--- src/rtl/pipe_skid_reg.sv ---
// Pipeline latch with valid/ready handshake, one-entry skid buffer and flush.
// in_ready is decoded from state only, so there is no comb path from out_ready.
module pipe_skid_reg #(
   parameter int unsigned      WIDTH   = 32,
   parameter logic [WIDTH-1:0] RST_VAL = '0
) (
   input  logic             clk,
   input  logic             r,
   input  logic             flush,
   input  logic             in_valid,
   output logic             in_ready,
   input  logic [WIDTH-1:0] in_data,
   output logic             out_valid,
   input  logic             out_ready,
   output logic [WIDTH-1:0] out_data,
   output logic [1:0]       occupancy
);

   typedef enum logic [1:0] {
      StEmpty = 2'd0,
      StOne   = 2'd1,
      StFull  = 2'd2
   } state_e;

   state_e           state_q, state_d;
   logic [WIDTH-1:0] main_q, main_d;
   logic [WIDTH-1:0] skid_q, skid_d;
   logic             accept, send;

   assign out_valid = (state_q != StEmpty);
   assign in_ready  = (state_q != StFull);
   assign occupancy = state_q;
   assign out_data  = main_q;

   assign accept = in_valid && in_ready;
   assign send   = out_valid && out_ready;

   always_comb begin
      state_d = state_q;
      main_d  = main_q;
      skid_d  = skid_q;
      if (flush) begin
         // Squash drops entries but leaves data registers untouched.
         state_d = StEmpty;
      end else begin
         unique case (state_q)
            StEmpty: begin
               if (accept) begin
                  state_d = StOne;
                  main_d  = in_data;
               end
            end
            StOne: begin
               if (accept && send) begin
                  main_d = in_data;
               end else if (accept) begin
                  state_d = StFull;
                  skid_d  = in_data;
               end else if (send) begin
                  state_d = StEmpty;
               end
            end
            StFull: begin
               if (send) begin
                  state_d = StOne;
                  main_d  = skid_q;
               end
            end
            default: state_d = StEmpty;
         endcase
      end
   end

   always_ff @(posedge clk) begin
      if (r) begin
         state_q <= StEmpty;
         main_q  <= RST_VAL;
         skid_q  <= RST_VAL;
      end else begin
         state_q <= state_d;
         main_q  <= main_d;
         skid_q  <= skid_d;
      end
   end

endmodule
--- config.mk ---
export PLATFORM = sky130hd
export DESIGN_NAME = pipe_skid_reg
export DESIGN_NICKNAME = d
export VERILOG_FILES = /design/src/rtl/pipe_skid_reg.sv
export SDC_FILE = /design/constraint.sdc
export NUM_CORES = 1
export LEC_CHECK = 0
export BUFFER_PORTS_ARGS = -buffer_cell sky130_fd_sc_hd__buf_2
export CORE_ASPECT_RATIO = 0.75
export CORE_MARGIN = 5
export CORE_UTILIZATION = 40
export DETAILED_ROUTE_END_ITERATION = 10
export GPL_TIMING_DRIVEN = 0
export SLEW_MARGIN = 30
export SYNTH_ARGS = -nofsm -noshare
export SYNTH_HDL_FRONTEND = slang
export SYNTH_SLANG_ARGS = --single-unit
--- constraint.sdc ---
create_clock -name clk -period 3.2 [get_ports clk]
set_input_delay 0.16 -clock clk [delete_from_list [all_inputs] [get_ports clk]]
set_output_delay 0.16 -clock clk [all_outputs]
set_load 0.05 [all_outputs]
==> results of run 1 <==
[layout make-up]
cell class,instances,area (µm²)
multi-input combinational,240,1360
clock inverter,7,141
sequential,66,1320
timing repair buffer,71,355
fill,676,3280
clock buffer,9,124
buffer,31,146
tap,84,105
[metal layers]
layer / track usage, % / up-vias / wire length, µm
li1: - / 1330 / -
met4: 4.60 / 0 / 65
met2: 28.0 / 61 / 3390
met1: 23.7 / 1215 / 3620
met3: 5.96 / 5 / 467
met5: 0 / - / 0
[stage by stage]
stage          total power, mW  setup WS [ns]
2_1_floorplan             1.03           1.38
3_3_place_gp              1.11           1.48
3_5_place_dp              1.11           1.45
4_1_cts                   2.04           1.44
5_1_grt                   2.10           1.25
6_report                  2.02           1.45
[placed cells by master, fill, tap and decap left out]
cell / count
and2b_1: 1
clkbuf_1: 24
clkbuf_8: 9
buf_4: 1
a2111oi_0: 1
nor3_2: 1
a21oi_4: 1
nor3_1: 1
o21ai_0: 26
clkinv_2: 1
o21ai_1: 6
bufinv_16: 4
buf_2: 74
nand2b_1: 3
mux2i_1: 32
and3b_1: 1
o21a_1: 1
dfxtp_1: 66
a21oi_1: 65
o22a_1: 1
clkinv_4: 1
nand2_1: 66
or2_2: 1
or3_1: 33
clkinvlp_4: 1
buf_6: 3
[sequential cells by signal, summed over array words and instances (netlist names)]
name,flops
occupancy,2
out_data,32
skid_q,32
[critical path: cells and delay by family, from the launching register on]
kind            cells  cell delay, ns
compound gates      3            0.58
flops               1            0.42
buf+inv             1            0.42
simple gates        1            0.26
[how the worst min path moves through the flow]
stage | depth (start not counted) | from | slack, ns | end
final | 2 | out_ready | 0.06 | occupancy[1]
after global routing | 2 | out_ready | 0.05 | occupancy[1]
after CTS | 2 | out_ready | 0.04 | occupancy[1]
after detailed placement | 2 | out_ready | 0.40 | occupancy[1]
after global placement | 2 | out_ready | 0.41 | occupancy[1]
after floorplan | 1 | out_ready | 0.25 | occupancy[1]
[where the power goes]
group	internal [mW]	switching [mW]	leakage (nW)
clock	0.596	0.333	0.129
combinational	0.0693	0.167	0.919
sequential	0.845	0.0113	0.536
total	1.51	0.511	1.58
[cells by family (layout without fill, tap and decap cells)]
family | count (synthesis) | in the layout
compound gates | 101 | 101
buf+inv | 31 | 118
flops | 66 | 66
mux | 32 | 32
simple gates | 107 | 107
==> flow_summary_export.csv, run 1 <==
group,metric,value,unit
run_status,status,"finished clean",
global_routing,grtUsageTotal,17.8,%
synthesis,synth_cell_types,21,
timing,period_share,54.7,%
cells_and_area,final_core_util,52.0,%
place,post-dp-hpwl,5340,µm
routing,post_drt_wl_per_cell,14.9,µm
global_routing,grt_pass1_vias,2423,
worst_setup_path,r2r_setup_slack,1.45,ns
cells_and_area,design_area,3550,µm²
worst_setup_path,timing.rr.start,"occupancy[1]",
floorplan,die_h,82.8,µm
power,ir_drop,0.320,mV
cells_and_area,final_cell_count_no_fill,508,
floorplan,rows,26,
synthesis,ys_ff_latch,66,
timing,period_minus_slack,1.75,ns
clock_network,cts_buffer_depth,2,
routing,drt_iter0_drc,77,
floorplan,dieWidth,107,µm
synthesis,synthSimpleGateAreaFrac,18.1,%
worst_setup_path,critPathRequiredTime,3.47,ns
clock_network,cts.sinks,66,
clock_network,cts_resized,0,
floorplan,coreArea,6830,µm²
cells_and_area,n_antenna_cell,0,
synthesis,synth_compound_area_share,18.6,%
synthesis,synth_edf_count,0,
worst_setup_path,crit_path_max_incr_delay,0.42,ns
timing,maxSlewHeadroom,66.2,%
timing,slew_violations,0,
clock_network,hold_buffers,0,
synthesis,async_flop_share,0,%
global_routing,antenna_found_initial,0,
place,dp_cells,492,
worst_setup_path,end_kind,"flop",
routing,vias_per_cell,5.14,
synthesis,syn_inst,337,
timing,fin_worst_skew,0.00934,ns
worst_setup_path,critPathLaunchType,"flop",
synthesis,synthTopCellsByArea,"dfxtp_1 47%, a21oi_1 12%, mux2i_1 11%",
synthesis,synth_xor_area_share,0,%
power,p_leak,1.58,nW
worst_setup_path,critical-path-slowest-cell,"dfxtp_1",
flow_run,drv_cap,0,
worst_setup_path,path_cells,"and2b_1, a21oi_4, clkbuf_1, o21ai_0, a21oi_1",
synthesis,yosysTopAreaCellShare,46.8,%
power,power_density,569,nW/µm²
clock_network,htreeDepth,3,
floorplan,die-area,8860,µm²
routing,routed_wl,7550,µm
global_routing,grt_max_degree,13,
cells_and_area,drive_above_1_share,22.9,%
timing,timing.fmax,0.571,GHz
synthesis,yosysSeqAreaShare,46.8,%
place,io_buffers,71,
synthesis,avgSynthCellArea,8.38,µm²
worst_setup_path,critPathArrivalTime,2.02,ns
worst_setup_path,cp-startpoint,"occupancy[1]",
clock_network,cts_setup_buffers,0,
synthesis,syn-num-nets,374,
synthesis,muxShareOfSynthArea,11.3,%
clock_network,root_buffer,"clkbuf_8",
timing,fin_hold_ws,0.0574,ns
floorplan,ioPinCount,73,
global_routing,gr-total-overflow,0,
clock_network,numCtsBuffers,9,
timing,setup_tns,0,ns
hold_path,min_path_type,"input pin to flop",
routing,drtPass1Iterations,4,
worst_setup_path,ff2ff_path_depth,5,
place,place.gp.congestion,0.748,
routing,detail-route-antenna-nets,0,
clock_network,clk_pin_slew,0.07,ns
worst_setup_path,cp-endpoint,"out_data[28]",
clock_network,insertion_delay,0.34,ns
worst_setup_path,regToRegEndpoint,"out_data[28]",
synthesis,yosys_most_used_dff,"dfxtp_1",
timing,setup_viol_count_final,0,
worst_setup_path,crit_path_max_fanout,10,
cells_and_area,area_growth_syn_to_layout,25.7,%
timing,grt_setup_unrepaired,"false",
routing,drc,0,
timing,hold_violations,0,
cells_and_area,fin_nets,456,
synthesis,ys_warn_count,0,
synthesis,synth_fa_ha_area_share,0,%
place,dpl-instance-area,3290,µm²
timing,worst_pin_slew,0.507,ns
clock_network,cts_tree,"built",
floorplan,start_util,41.4,%
synthesis,yosysTopAreaCell,"dfxtp_1",
synthesis,synth_commonest_cells,"66 x dfxtp_1, 66 x nand2_1, 65 x a21oi_1",
synthesis,synthesis.area,2830,µm²
global_routing,grt_first_pass_wirelength,12100,µm
routing,dr_total_vias,2611,
synthesis,synth_top_family_by_area,"compound AO/OA/AOI/OAI gates",
worst_setup_path,worstSetupPathType,"flop to flop",
No activity file was read; power rests on OpenSTA's default activity.
==> run 2: changes to the inputs <==
--- a/config.mk
+++ b/config.mk
@@ -5,6 +5,7 @@
 export SDC_FILE = /design/constraint.sdc
 export NUM_CORES = 1
 export LEC_CHECK = 0
+export ABC_AREA = 1
 export BUFFER_PORTS_ARGS = -buffer_cell sky130_fd_sc_hd__buf_2
 export CORE_ASPECT_RATIO = 0.75
 export CORE_MARGIN = 5
==> constraint.sdc (replaced) <==
create_clock -name clk -period 1.5 [get_ports clk]
set_input_delay 0.075 -clock clk [delete_from_list [all_inputs] [get_ports clk]]
set_output_delay 0.075 -clock clk [all_outputs]
set_load 0.05 [all_outputs]
==> run 2 against run 1 <==
Effect of this change: area after synthesis is 14% higher; largest power group is now sequential cells; non-clock buffer count is 17 higher; clock skew is 0.00092 ns lower; sequential power is 120% higher.
==> flow_summary_export.csv, run 2 <==
group,metric,value,unit
worst_setup_path,end_kind,"flop",
timing,period_share,96.5,%
global_routing,grtUsageTotal,18.3,%
synthesis,yosys_most_used_dff,"dfxtp_1",
floorplan,die_h,87.6,µm
worst_setup_path,crit_path_max_fanout,10,
synthesis,synthTopCellsByArea,"dfxtp_1 41%, nand2_1 16%, nand3_1 15%",
cells_and_area,area_growth_syn_to_layout,29.7,%
floorplan,dieWidth,113,µm
place,post-dp-hpwl,6370,µm
worst_setup_path,critPathRequiredTime,1.71,ns
place,io_buffers,71,
clock_network,htreeDepth,3,
cells_and_area,fin_nets,617,
global_routing,grt_max_degree,12,
global_routing,grt_pass1_vias,3107,
run_status,status,"finished clean",
timing,hold_violations,0,
clock_network,cts.sinks,66,
cells_and_area,drive_above_1_share,24.4,%
clock_network,cts_tree,"built",
hold_path,min_path_type,"input pin to flop",
cells_and_area,mostFrequentLayoutCells,"137 x nand2_1, 96 x nand3_1, 78 x buf_2",
synthesis,yosysMostFrequentCell,"nand2_1",
synthesis,ys_ff_latch,66,
worst_setup_path,critPathLaunchType,"flop",
routing,vias_per_cell,4.91,
worst_setup_path,worstSetupPathType,"flop to flop",
power,power_density,1060,nW/µm²
synthesis,synth_commonest_cells,"137 x nand2_1, 96 x nand3_1, 66 x dfxtp_1",
routing,dr_total_vias,3389,
routing,post_drt_wl_per_cell,13.1,µm
global_routing,antenna_found_initial,0,
timing,timing.fmax,0.691,GHz
synthesis,yosysTopAreaCellShare,41.2,%
routing,detail-route-antenna-nets,0,
global_routing,grt_first_pass_wirelength,14600,µm
floorplan,die-area,9940,µm²
clock_network,cts_buffer_depth,2,
synthesis,yosysSeqAreaShare,41.2,%
place,pre_cts_ws,-0.0946,ns
timing,slew_violations,0,
clock_network,numCtsBuffers,9,
global_routing,gr-total-overflow,0,
place,place.gp.congestion,0.797,
floorplan,coreArea,7850,µm²
place,dp_cells,664,
synthesis,syn_inst,488,
timing,fin_worst_skew,0.00843,ns
power,p_leak,2.04,nW
routing,drc,0,
timing,setup_viol_count_final,0,
synthesis,synth_edf_count,0,
synthesis,yosysTopAreaCell,"dfxtp_1",
cells_and_area,layout_commonest_cell,"nand2_1",
power,ir_drop,0.613,mV
timing,grt_setup_unrepaired,"true",
synthesis,syn-num-nets,525,
synthesis,ys_warn_count,0,
routing,drtPass1Iterations,5,
synthesis,async_flop_share,0,%
cells_and_area,final_cell_count_no_fill,690,
flow_run,drv_cap,0,
clock_network,insertion_delay,0.34,ns
clock_network,root_buffer,"clkbuf_8",
floorplan,ioPinCount,73,
synthesis,synthesis.area,3210,µm²
timing,worst_pin_slew,0.496,ns
floorplan,start_util,40.9,%
cells_and_area,n_antenna_cell,0,
routing,routed_wl,9060,µm
synthesis,avgSynthCellArea,6.58,µm²
clock_network,clk_pin_slew,0.08,ns
synthesis,synth_cell_types,19,
routing,drt_iter0_drc,206,
timing,maxSlewHeadroom,66.9,%
floorplan,rows,28,
timing,period_minus_slack,1.45,ns
worst_setup_path,critPathArrivalTime,1.65,ns
timing,fin_ws,0.0521,ns
## run 2: cell count changes in the layout (fill, tap and decap cells not counted), sizes merged, moves of 30 or more
cell,change
inv,+39
mux2i,-32
nand2,+76
or3,-33
nand3,+96
buf,+30
o21ai,-31
nor2,+39
## run 2: final timing paths
kind	start	end	slack [ns]	depth (start not counted)
hold / removal	in_data[16]	skid_q[16]	0.01	3
hold reg to reg	skid_q[7]	skid_q[7]	0.46	2
setup / recovery	occupancy[1]	skid_q[2]	0.05	8
setup reg to reg	occupancy[1]	skid_q[2]	0.05	8
## run 2: area by class of cell
type | instances | area (µm²)
multi-input combinational | 345 | 1600
sequential | 66 | 1330
timing repair buffer | 82 | 462
fill | 836 | 3680
clock buffer | 11 | 141
clock inverter | 5 | 77.6
inverter | 39 | 149
tap | 105 | 131
buffer | 37 | 274
## run 2: critical path, cell delays in order, from the launching register on
cell and delay [ns]:
dfxtp_4 0.36, buf_6 0.15, nor2_4 0.09, nand2_2 0.08
nor2_4 0.23, nand2_4 0.12, buf_6 0.16, nand2_1 0.06
a21oi_1 0.06
## run 2: where the power goes
group	internal, mW	leakage (nW)	switching, mW
Combinational	0.270	1.39	0.595
Clock	0.976	0.109	0.686
Sequential	1.83	0.540	0.0425
Total	3.08	2.04	1.32
## run 2: timing repair
item | in CTS | in global routing
gates resized for setup | 16 | 34
setup endpoints to repair | 59 | 63
setup buffers | 2 | 5
hold buffers | 3 | 0
cloned | 0 | 1
hold endpoints to repair | 3 | 0
pin swaps | 3 | 3
## run 2: routing by layer
| layer | up-vias | GRT usage (%) | routed length [µm] |
|---|---|---|---|
| li1 | 1752 | - | - |
| met4 | 0 | 6.66 | 115 |
| met2 | 86 | 26.6 | 3850 |
| met1 | 1540 | 26.0 | 4480 |
| met3 | 11 | 5.11 | 620 |
| met5 | - | 0 | 0 |
## run 2: logic make-up after synthesis
kind of cell	after synthesis	synth area share, %
and+or+nand+nor	278	37.8
buffers and inverters	77	10.4
AOI/OAI and AO/OA	67	10.7
DFF	66	41.2
## run 2: metrics by stage
step | area [µm²] | hold WS, ns | total power [mW] | setup TNS (ns) | util (%)
after global routing | 4160 | 0.00651 | 4.61 | -1.13 | 53.1
after detailed placement | 3710 | 0.297 | 2.72 | -1.83 | 47.2
after CTS | 4020 | 0.0000606 | 4.40 | 0 | 51.3
after floorplan | 3220 | 0.144 | 2.49 | 0 | -
final | 4160 | 0.00985 | 4.40 | 0 | 53.1
after global placement | 3710 | 0.291 | 2.71 | -1.65 | 47.2
